### src/rtl/ace_ccu_snoop_responder.sv
// Cache-side snoop endpoint: accepts AC snoops, looks up line state, answers on CR,
// streams the line on CD when data moves, then applies invalidate/clean to the line.

package ace_ccu_snoop_pkg;
  localparam int unsigned AddrWidth = 64;
  localparam int unsigned DataWidth = 64;

  typedef struct packed {
    logic [AddrWidth-1:0] addr;
    logic [3:0]           snoop;
    logic [2:0]           prot;
  } ac_chan_t;

  typedef struct packed {
    logic was_unique;
    logic is_shared;
    logic pass_dirty;
    logic error;
    logic data_transfer;
  } cr_chan_t;

  typedef struct packed {
    logic [DataWidth-1:0] data;
    logic                 last;
  } cd_chan_t;

  typedef struct packed {
    logic     ac_valid;
    ac_chan_t ac;
    logic     cr_ready;
    logic     cd_ready;
  } snoop_req_t;

  typedef struct packed {
    logic     ac_ready;
    logic     cr_valid;
    cr_chan_t cr_resp;
    logic     cd_valid;
    cd_chan_t cd;
  } snoop_resp_t;
endpackage

module ace_ccu_snoop_responder #(
  parameter int unsigned DataWidth = 64,
  parameter int unsigned LineBytes = 64,
  parameter int unsigned AddrWidth = 64,
  parameter type ac_chan_t    = ace_ccu_snoop_pkg::ac_chan_t,
  parameter type cr_chan_t    = ace_ccu_snoop_pkg::cr_chan_t,
  parameter type cd_chan_t    = ace_ccu_snoop_pkg::cd_chan_t,
  parameter type snoop_req_t  = ace_ccu_snoop_pkg::snoop_req_t,
  parameter type snoop_resp_t = ace_ccu_snoop_pkg::snoop_resp_t
) (
  input  logic                 clk_i,
  input  logic                 rst_ni,
  input  snoop_req_t           snoop_req_i,
  output snoop_resp_t          snoop_resp_o,
  output logic                 lu_valid_o,
  input  logic                 lu_ready_i,
  output logic [AddrWidth-1:0] lu_addr_o,
  input  logic                 lu_rsp_valid_i,
  input  logic                 lu_hit_i,
  input  logic                 lu_dirty_i,
  input  logic                 lu_shared_i,
  output logic                 rd_valid_o,
  input  logic                 rd_ready_i,
  input  logic                 rd_data_valid_i,
  output logic                 rd_data_ready_o,
  input  logic [DataWidth-1:0] rd_data_i,
  output logic                 upd_valid_o,
  input  logic                 upd_ready_i,
  output logic                 upd_inval_o,
  output logic                 upd_clean_o
);

  localparam int unsigned Beats  = LineBytes / (DataWidth / 8);
  localparam int unsigned BeatW  = $clog2(Beats);
  localparam int unsigned OffW   = $clog2(LineBytes);

  localparam logic [2:0] IDLE    = 3'd0;
  localparam logic [2:0] LOOKUP  = 3'd1;
  localparam logic [2:0] WAIT_LU = 3'd2;
  localparam logic [2:0] RESP    = 3'd3;
  localparam logic [2:0] DATA    = 3'd4;
  localparam logic [2:0] UPDATE  = 3'd5;

  localparam logic [3:0] ReadOnce           = 4'b0000;
  localparam logic [3:0] ReadShared         = 4'b0001;
  localparam logic [3:0] ReadClean          = 4'b0010;
  localparam logic [3:0] ReadNotSharedDirty = 4'b0011;
  localparam logic [3:0] ReadUnique         = 4'b0111;
  localparam logic [3:0] CleanShared        = 4'b1000;
  localparam logic [3:0] CleanInvalid       = 4'b1001;
  localparam logic [3:0] MakeInvalid        = 4'b1101;

  logic [2:0]           state_q, state_d;
  logic [AddrWidth-1:0] addr_q, addr_d;
  logic [3:0]           snoop_q, snoop_d;
  cr_chan_t             cr_q, cr_d;
  logic                 inval_q, inval_d;
  logic                 clean_q, clean_d;
  logic                 cr_done_q, cr_done_d;
  logic                 rd_done_q, rd_done_d;
  logic [BeatW-1:0]     beat_q, beat_d;
  logic                 ac_ready_q, ac_ready_d;
  logic                 lu_valid_q, lu_valid_d;
  logic                 cr_valid_q, cr_valid_d;
  logic                 rd_valid_q, rd_valid_d;
  logic                 upd_valid_q, upd_valid_d;
  logic                 upd_inval_q, upd_inval_d;
  logic                 upd_clean_q, upd_clean_d;

  logic ty_read_c, ty_clean_c, ty_inv_c, ty_known_c;
  logic hit_c, dt_c, pd_c, inv_c;
  logic in_data_c, cd_hs_c, cd_last_c;
  logic unused_c;

  // Snoop-type classification; anything not listed behaves like a miss.
  assign ty_read_c  = (snoop_q == ReadOnce) || (snoop_q == ReadShared) || (snoop_q == ReadClean) ||
                      (snoop_q == ReadNotSharedDirty) || (snoop_q == ReadUnique);
  assign ty_clean_c = (snoop_q == CleanShared) || (snoop_q == CleanInvalid);
  assign ty_inv_c   = (snoop_q == ReadUnique) || (snoop_q == CleanInvalid) || (snoop_q == MakeInvalid);
  assign ty_known_c = ty_read_c || ty_clean_c || (snoop_q == MakeInvalid);

  assign hit_c = lu_hit_i & ty_known_c;
  assign dt_c  = (hit_c & ty_read_c) | (hit_c & lu_dirty_i & ty_clean_c);
  assign pd_c  = dt_c & lu_dirty_i & (snoop_q != ReadOnce);
  assign inv_c = hit_c & ty_inv_c;

  assign in_data_c = (state_q == DATA);
  assign cd_hs_c   = in_data_c & rd_data_valid_i & snoop_req_i.cd_ready;
  assign cd_last_c = (beat_q == BeatW'(Beats - 1));

  assign unused_c = ^{snoop_req_i.ac.prot, snoop_req_i.ac.addr[OffW-1:0]};

  always_comb begin
    state_d   = state_q;
    addr_d    = addr_q;
    snoop_d   = snoop_q;
    cr_d      = cr_q;
    inval_d   = inval_q;
    clean_d   = clean_q;
    cr_done_d = cr_done_q;
    rd_done_d = rd_done_q;
    beat_d    = beat_q;

    case (state_q)
      IDLE: begin
        if (snoop_req_i.ac_valid && ac_ready_q) begin
          addr_d  = {snoop_req_i.ac.addr[AddrWidth-1:OffW], OffW'(0)};
          snoop_d = snoop_req_i.ac.snoop;
          cr_d    = '0;
          inval_d = 1'b0;
          clean_d = 1'b0;
          state_d = LOOKUP;
        end
      end
      LOOKUP: begin
        if (lu_ready_i) state_d = WAIT_LU;
      end
      WAIT_LU: begin
        if (lu_rsp_valid_i) begin
          cr_d.was_unique    = hit_c & ~lu_shared_i;
          cr_d.is_shared     = hit_c & ~inv_c;
          cr_d.pass_dirty    = pd_c;
          cr_d.error         = 1'b0;
          cr_d.data_transfer = dt_c;
          inval_d   = inv_c;
          clean_d   = pd_c;
          cr_done_d = 1'b0;
          rd_done_d = ~dt_c;
          state_d   = RESP;
        end
      end
      // CR and the line read complete independently; data only flows once both are done.
      RESP: begin
        cr_done_d = cr_done_q | (cr_valid_q & snoop_req_i.cr_ready);
        rd_done_d = rd_done_q | (rd_valid_q & rd_ready_i);
        if (cr_done_d && rd_done_d) begin
          if (cr_q.data_transfer)      state_d = DATA;
          else if (inval_q || clean_q) state_d = UPDATE;
          else                         state_d = IDLE;
        end
      end
      DATA: begin
        if (cd_hs_c) begin
          beat_d = beat_q + BeatW'(1);
          if (cd_last_c) state_d = (inval_q || clean_q) ? UPDATE : IDLE;
        end
      end
      UPDATE: begin
        if (upd_valid_q && upd_ready_i) state_d = IDLE;
      end
      default: state_d = IDLE;
    endcase

    ac_ready_d  = (state_d == IDLE);
    lu_valid_d  = (state_d == LOOKUP);
    cr_valid_d  = (state_d == RESP) & ~cr_done_d;
    rd_valid_d  = (state_d == RESP) & ~rd_done_d;
    upd_valid_d = (state_d == UPDATE);
    upd_inval_d = upd_valid_d & inval_d;
    upd_clean_d = upd_valid_d & clean_d;
  end

  always_ff @(posedge clk_i or negedge rst_ni) begin
    if (!rst_ni) begin
      state_q     <= IDLE;
      addr_q      <= '0;
      snoop_q     <= '0;
      cr_q        <= '0;
      inval_q     <= 1'b0;
      clean_q     <= 1'b0;
      cr_done_q   <= 1'b0;
      rd_done_q   <= 1'b0;
      beat_q      <= '0;
      ac_ready_q  <= 1'b0;
      lu_valid_q  <= 1'b0;
      cr_valid_q  <= 1'b0;
      rd_valid_q  <= 1'b0;
      upd_valid_q <= 1'b0;
      upd_inval_q <= 1'b0;
      upd_clean_q <= 1'b0;
    end else begin
      state_q     <= state_d;
      addr_q      <= addr_d;
      snoop_q     <= snoop_d;
      cr_q        <= cr_d;
      inval_q     <= inval_d;
      clean_q     <= clean_d;
      cr_done_q   <= cr_done_d;
      rd_done_q   <= rd_done_d;
      beat_q      <= beat_d;
      ac_ready_q  <= ac_ready_d;
      lu_valid_q  <= lu_valid_d;
      cr_valid_q  <= cr_valid_d;
      rd_valid_q  <= rd_valid_d;
      upd_valid_q <= upd_valid_d;
      upd_inval_q <= upd_inval_d;
      upd_clean_q <= upd_clean_d;
    end
  end

  // CD is a straight pass-through of the read stream while in DATA.
  always_comb begin
    snoop_resp_o          = '0;
    snoop_resp_o.ac_ready = ac_ready_q;
    snoop_resp_o.cr_valid = cr_valid_q;
    snoop_resp_o.cr_resp  = cr_q;
    snoop_resp_o.cd_valid = in_data_c & rd_data_valid_i;
    snoop_resp_o.cd.data  = in_data_c ? rd_data_i : '0;
    snoop_resp_o.cd.last  = in_data_c & cd_last_c;
  end

  assign lu_valid_o      = lu_valid_q;
  assign lu_addr_o       = addr_q;
  assign rd_valid_o      = rd_valid_q;
  assign rd_data_ready_o = in_data_c & snoop_req_i.cd_ready;
  assign upd_valid_o     = upd_valid_q;
  assign upd_inval_o     = upd_inval_q;
  assign upd_clean_o     = upd_clean_q;

endmodule

### config.mk
export PLATFORM = sky130hd
export DESIGN_NAME = ace_ccu_snoop_responder
export DESIGN_NICKNAME = d
export VERILOG_FILES = /design/src/rtl/ace_ccu_snoop_responder.sv
export SDC_FILE = /design/constraint.sdc
export NUM_CORES = 1
export LEC_CHECK = 0
export BUFFER_PORTS_ARGS = -buffer_cell sky130_fd_sc_hd__buf_2
export CAP_MARGIN = 20
export CORE_AREA = 2 2 113 115
export DETAILED_ROUTE_END_ITERATION = 12
export DIE_AREA = 0 0 115 117
export GPL_TIMING_DRIVEN = 0
export HOLD_SLACK_MARGIN = 0.1
export PLACE_DENSITY_LB_ADDON = 0.25
export REMOVE_ABC_BUFFERS = 1
export SETUP_SLACK_MARGIN = 0.02
export SYNTH_ARGS = -nofsm -noshare
export SYNTH_HDL_FRONTEND = slang
export SYNTH_SLANG_ARGS = --single-unit
### constraint.sdc
create_clock -name clk_i -period 2.16 [get_ports clk_i]
set_input_delay 0.216 -clock clk_i [delete_from_list [all_inputs] [get_ports clk_i]]
set_output_delay 0.216 -clock clk_i [all_outputs]
set_load 0.005 [all_outputs]
==> qor.yml <==
via_per_inst: 4.620
use_met3: 0.05510
cts.clk_slew.worst_paths_ns: 0.06
grt_setup_unrepaired: "yes"
placed_cells: 722
hold_slack_ns: 0.1142
diodes: 0
maxCapViolCount: 0
dp_hpwl_um: 8961
vias: 3585
cts_tree: "yes"
setup_viol: 0
ys_types: 44
grt_use_met2: 0.2914
synthTopCellsByArea: "dfrtp_1 (51%), mux2_4 (18%), and2_1 (10%)"
grt-busiest-layer: "met2"
drt-total-wl_um: 12000
synth_seq_cells: 83
leakage_nw: 3.596
netlist_instances: 316
total_power_mw: 6.809
ant_nets: 0
setup_tns_ns: 0
rows: 41
drc_errors: 0
vdd_drop_max_uv: 650.1
yosys.area.top_type: "dfrtp_1"
p_per_area_nw_per_um2: 1087
utilization: 0.5086
synth_commonest_cells: "dfrtp_1 (83), and2_1 (67), mux2_4 (48), mux2_2 (16), nand2_1 (12)"
reg2reg_depth: 5
area_growth_pct: 53.48
drtIter0Drc: 95
wire_per_inst_um: 15.46
syn_avg_cell_area_um2: 12.91
endpoint: "snoop_resp_o[5]"
grt_pass1_wl_um: 17390
io_buffers: 274
cp-start-kind: "flip-flop"
numCtsBuffers: 9
design_area_um2: 6262
timing.rr.end: "upd_inval_o"
finalCritPeriodShare: 0.9523
ys_seq_area_frac: 0.5090
yosysMostFrequentCell: "dfrtp_1"
finalWorstSetupSlack_ns: 0.1030
async_reset_ff_frac: 1.000
n_fill_cell: 1092
synth_top_area_frac: 0.5090
overflow: 0
r2r-start: "state_q[2]"
grt_pass1_vias: 3479
yosysWarnings: 0
cp.required_ns: 1.94
crit_arrival_ns: 1.84
max_slew_margin: 0.4772
min_period_ns: 2.057
antenna_found_initial: 0
tightestPinTransition_ns: 0.7731
crit_start: "state_q[2]"
grt_use_total: 0.1678
start_util: 0.3314
dpl_cell_area_um2: 5547
drive_above_1_share: 0.5831
die-area_um2: 13460
final_nets: 771
hold_class: "in -> reg"
outcome: "finished, final reports clean"
grt_start_max_net_pins: 49
clk_latency_ns: 0.33
final_max_slew_viol_count: 0
reg2reg_slack_ns: 0.10
max_freq_mhz: 486.2
place_ws_ns: -0.1665
synth_top_flop_cell: "dfrtp_1"
core_area_um2: 12310
skew_ns: 0.008341
synth_area_um2: 4080
use_met1: 0.1903
die_w_um: 115
cts.htree.levels: 3
die_y_um: 117
cts-root-buf: "clkbuf_16"
worstSetupPathType: "reg -> out"
clock_sinks: 83
ios: 291
dr.pass1.iters: 4
path_max_fanout: 15
synth-edff-count: 0
endpoint_kind: "primary output"
stdcell_count: 776
gp_congestion: 0.7636
hold_viol: 0
clock_path_buffers: 2
==> registers in the layout, indices dropped and copies added, names as in the netlist <==
register      flops
lu_addr_o        58
snoop_q           4
snoop_resp_o      4
beat_q            3
state_q           3
ac_ready_q        1
clean_q           1
cr_done_q         1
cr_valid_q        1
inval_q           1
lu_valid_o        1
rd_done_q         1
rd_valid_o        1
upd_clean_o       1
upd_inval_o       1
upd_valid_o       1
==> cell type report <==
type	instances	area, um2	area share
clock buffers	11	242.7	0.03876
clock inverters	5	85.08	0.01359
inverters	5	18.77	0.002997
multi-input cells	208	1846	0.2947
flip-flops and latches	83	2078	0.3319
well taps	150	187.7	0.02997
repair buffers	314	1804	0.2881
==> what timing repair did <==
action | 4_1_cts | 5_1_grt
gates cloned | 1 | 0
setup endpoints to repair | 74 | 48
pin swaps | 1 | 0
gates resized for setup | 1 | 1
hold endpoints to repair | 70 | 0
hold buffers | 36 | 0
setup buffers | 1 | 0
==> worst min path at each step <==
stage                    startpoint       endpoint  slack (ns)  cells after the start
detailed placement           rst_ni  lu_addr_o[53]        0.21                      1
global route        snoop_req_i[32]  lu_addr_o[23]        0.10                      2
floorplan                    rst_ni     ac_ready_q       -0.08                      0
finish              snoop_req_i[22]  lu_addr_o[13]        0.11                      2
global placement         lu_ready_i     lu_valid_o        0.45                      2
CTS                 snoop_req_i[72]  lu_addr_o[63]        0.10                      2
==> cell usage in the layout (no fill, tap or decap), drive strengths merged, types with 2 or more instances in the layout <==
| cell | instances |
|---|---|
| buf | 278 |
| dfrtp | 83 |
| and2 | 67 |
| mux2 | 64 |
| dlygate4sd3 | 36 |
| nand2 | 12 |
| clkbuf | 11 |
| conb | 7 |
| inv | 6 |
| a21oi | 4 |
| nor3 | 4 |
| nor3b | 4 |
| nor2b | 3 |
| and3 | 3 |
| o31ai | 3 |
| a31oi | 3 |
| o21ai | 3 |
| and3b | 2 |
| nand3 | 2 |
| nand2b | 2 |
| nor2 | 2 |
| a211oi | 2 |
| a22o | 2 |
| ha | 2 |
| bufinv | 2 |
==> power breakdown <==
part / switching (mW) / total (mW) / internal (mW)
logic: 0.886 / 2.39 / 1.50
clock network: 0.611 / 1.66 / 1.05
registers: 0.510 / 2.76 / 2.25
total: 2.01 / 6.81 / 4.80
==> cells by family (layout without fill, tap and decap cells) <==
kind of cell             after synthesis  after routing  share of synthesized area
AND/OR/NAND/NOR                      106            107                     0.1607
flip-flops                            83             83                     0.5090
multiplexers                          64             64                     0.2208
buffers and inverters                 32            335                    0.05152
AO/OA/AOI/OAI                         27             27                    0.04876
adder cells (fa/ha/maj)                2              2                   0.006132
other                                  1              7                  0.0009191
XOR/XNOR                               1              1                   0.002147
==> critical path, stage by stage, from the launching register on <==
cell     delay [ns]
dfrtp_1        0.53
nor3b_2        0.65
and2_1         0.21
buf_2          0.12
==> metal layers <==
| metal | part of all wire | wire, um |
|---|---|---|
| met3 | 0.10 | 1198 |
| met5 | 0 | 0 |
| met4 | 0.020 | 238 |
| met1 | 0.37 | 4493 |
| met2 | 0.51 | 6067 |
No activity file was read; power rests on OpenSTA's default activity.
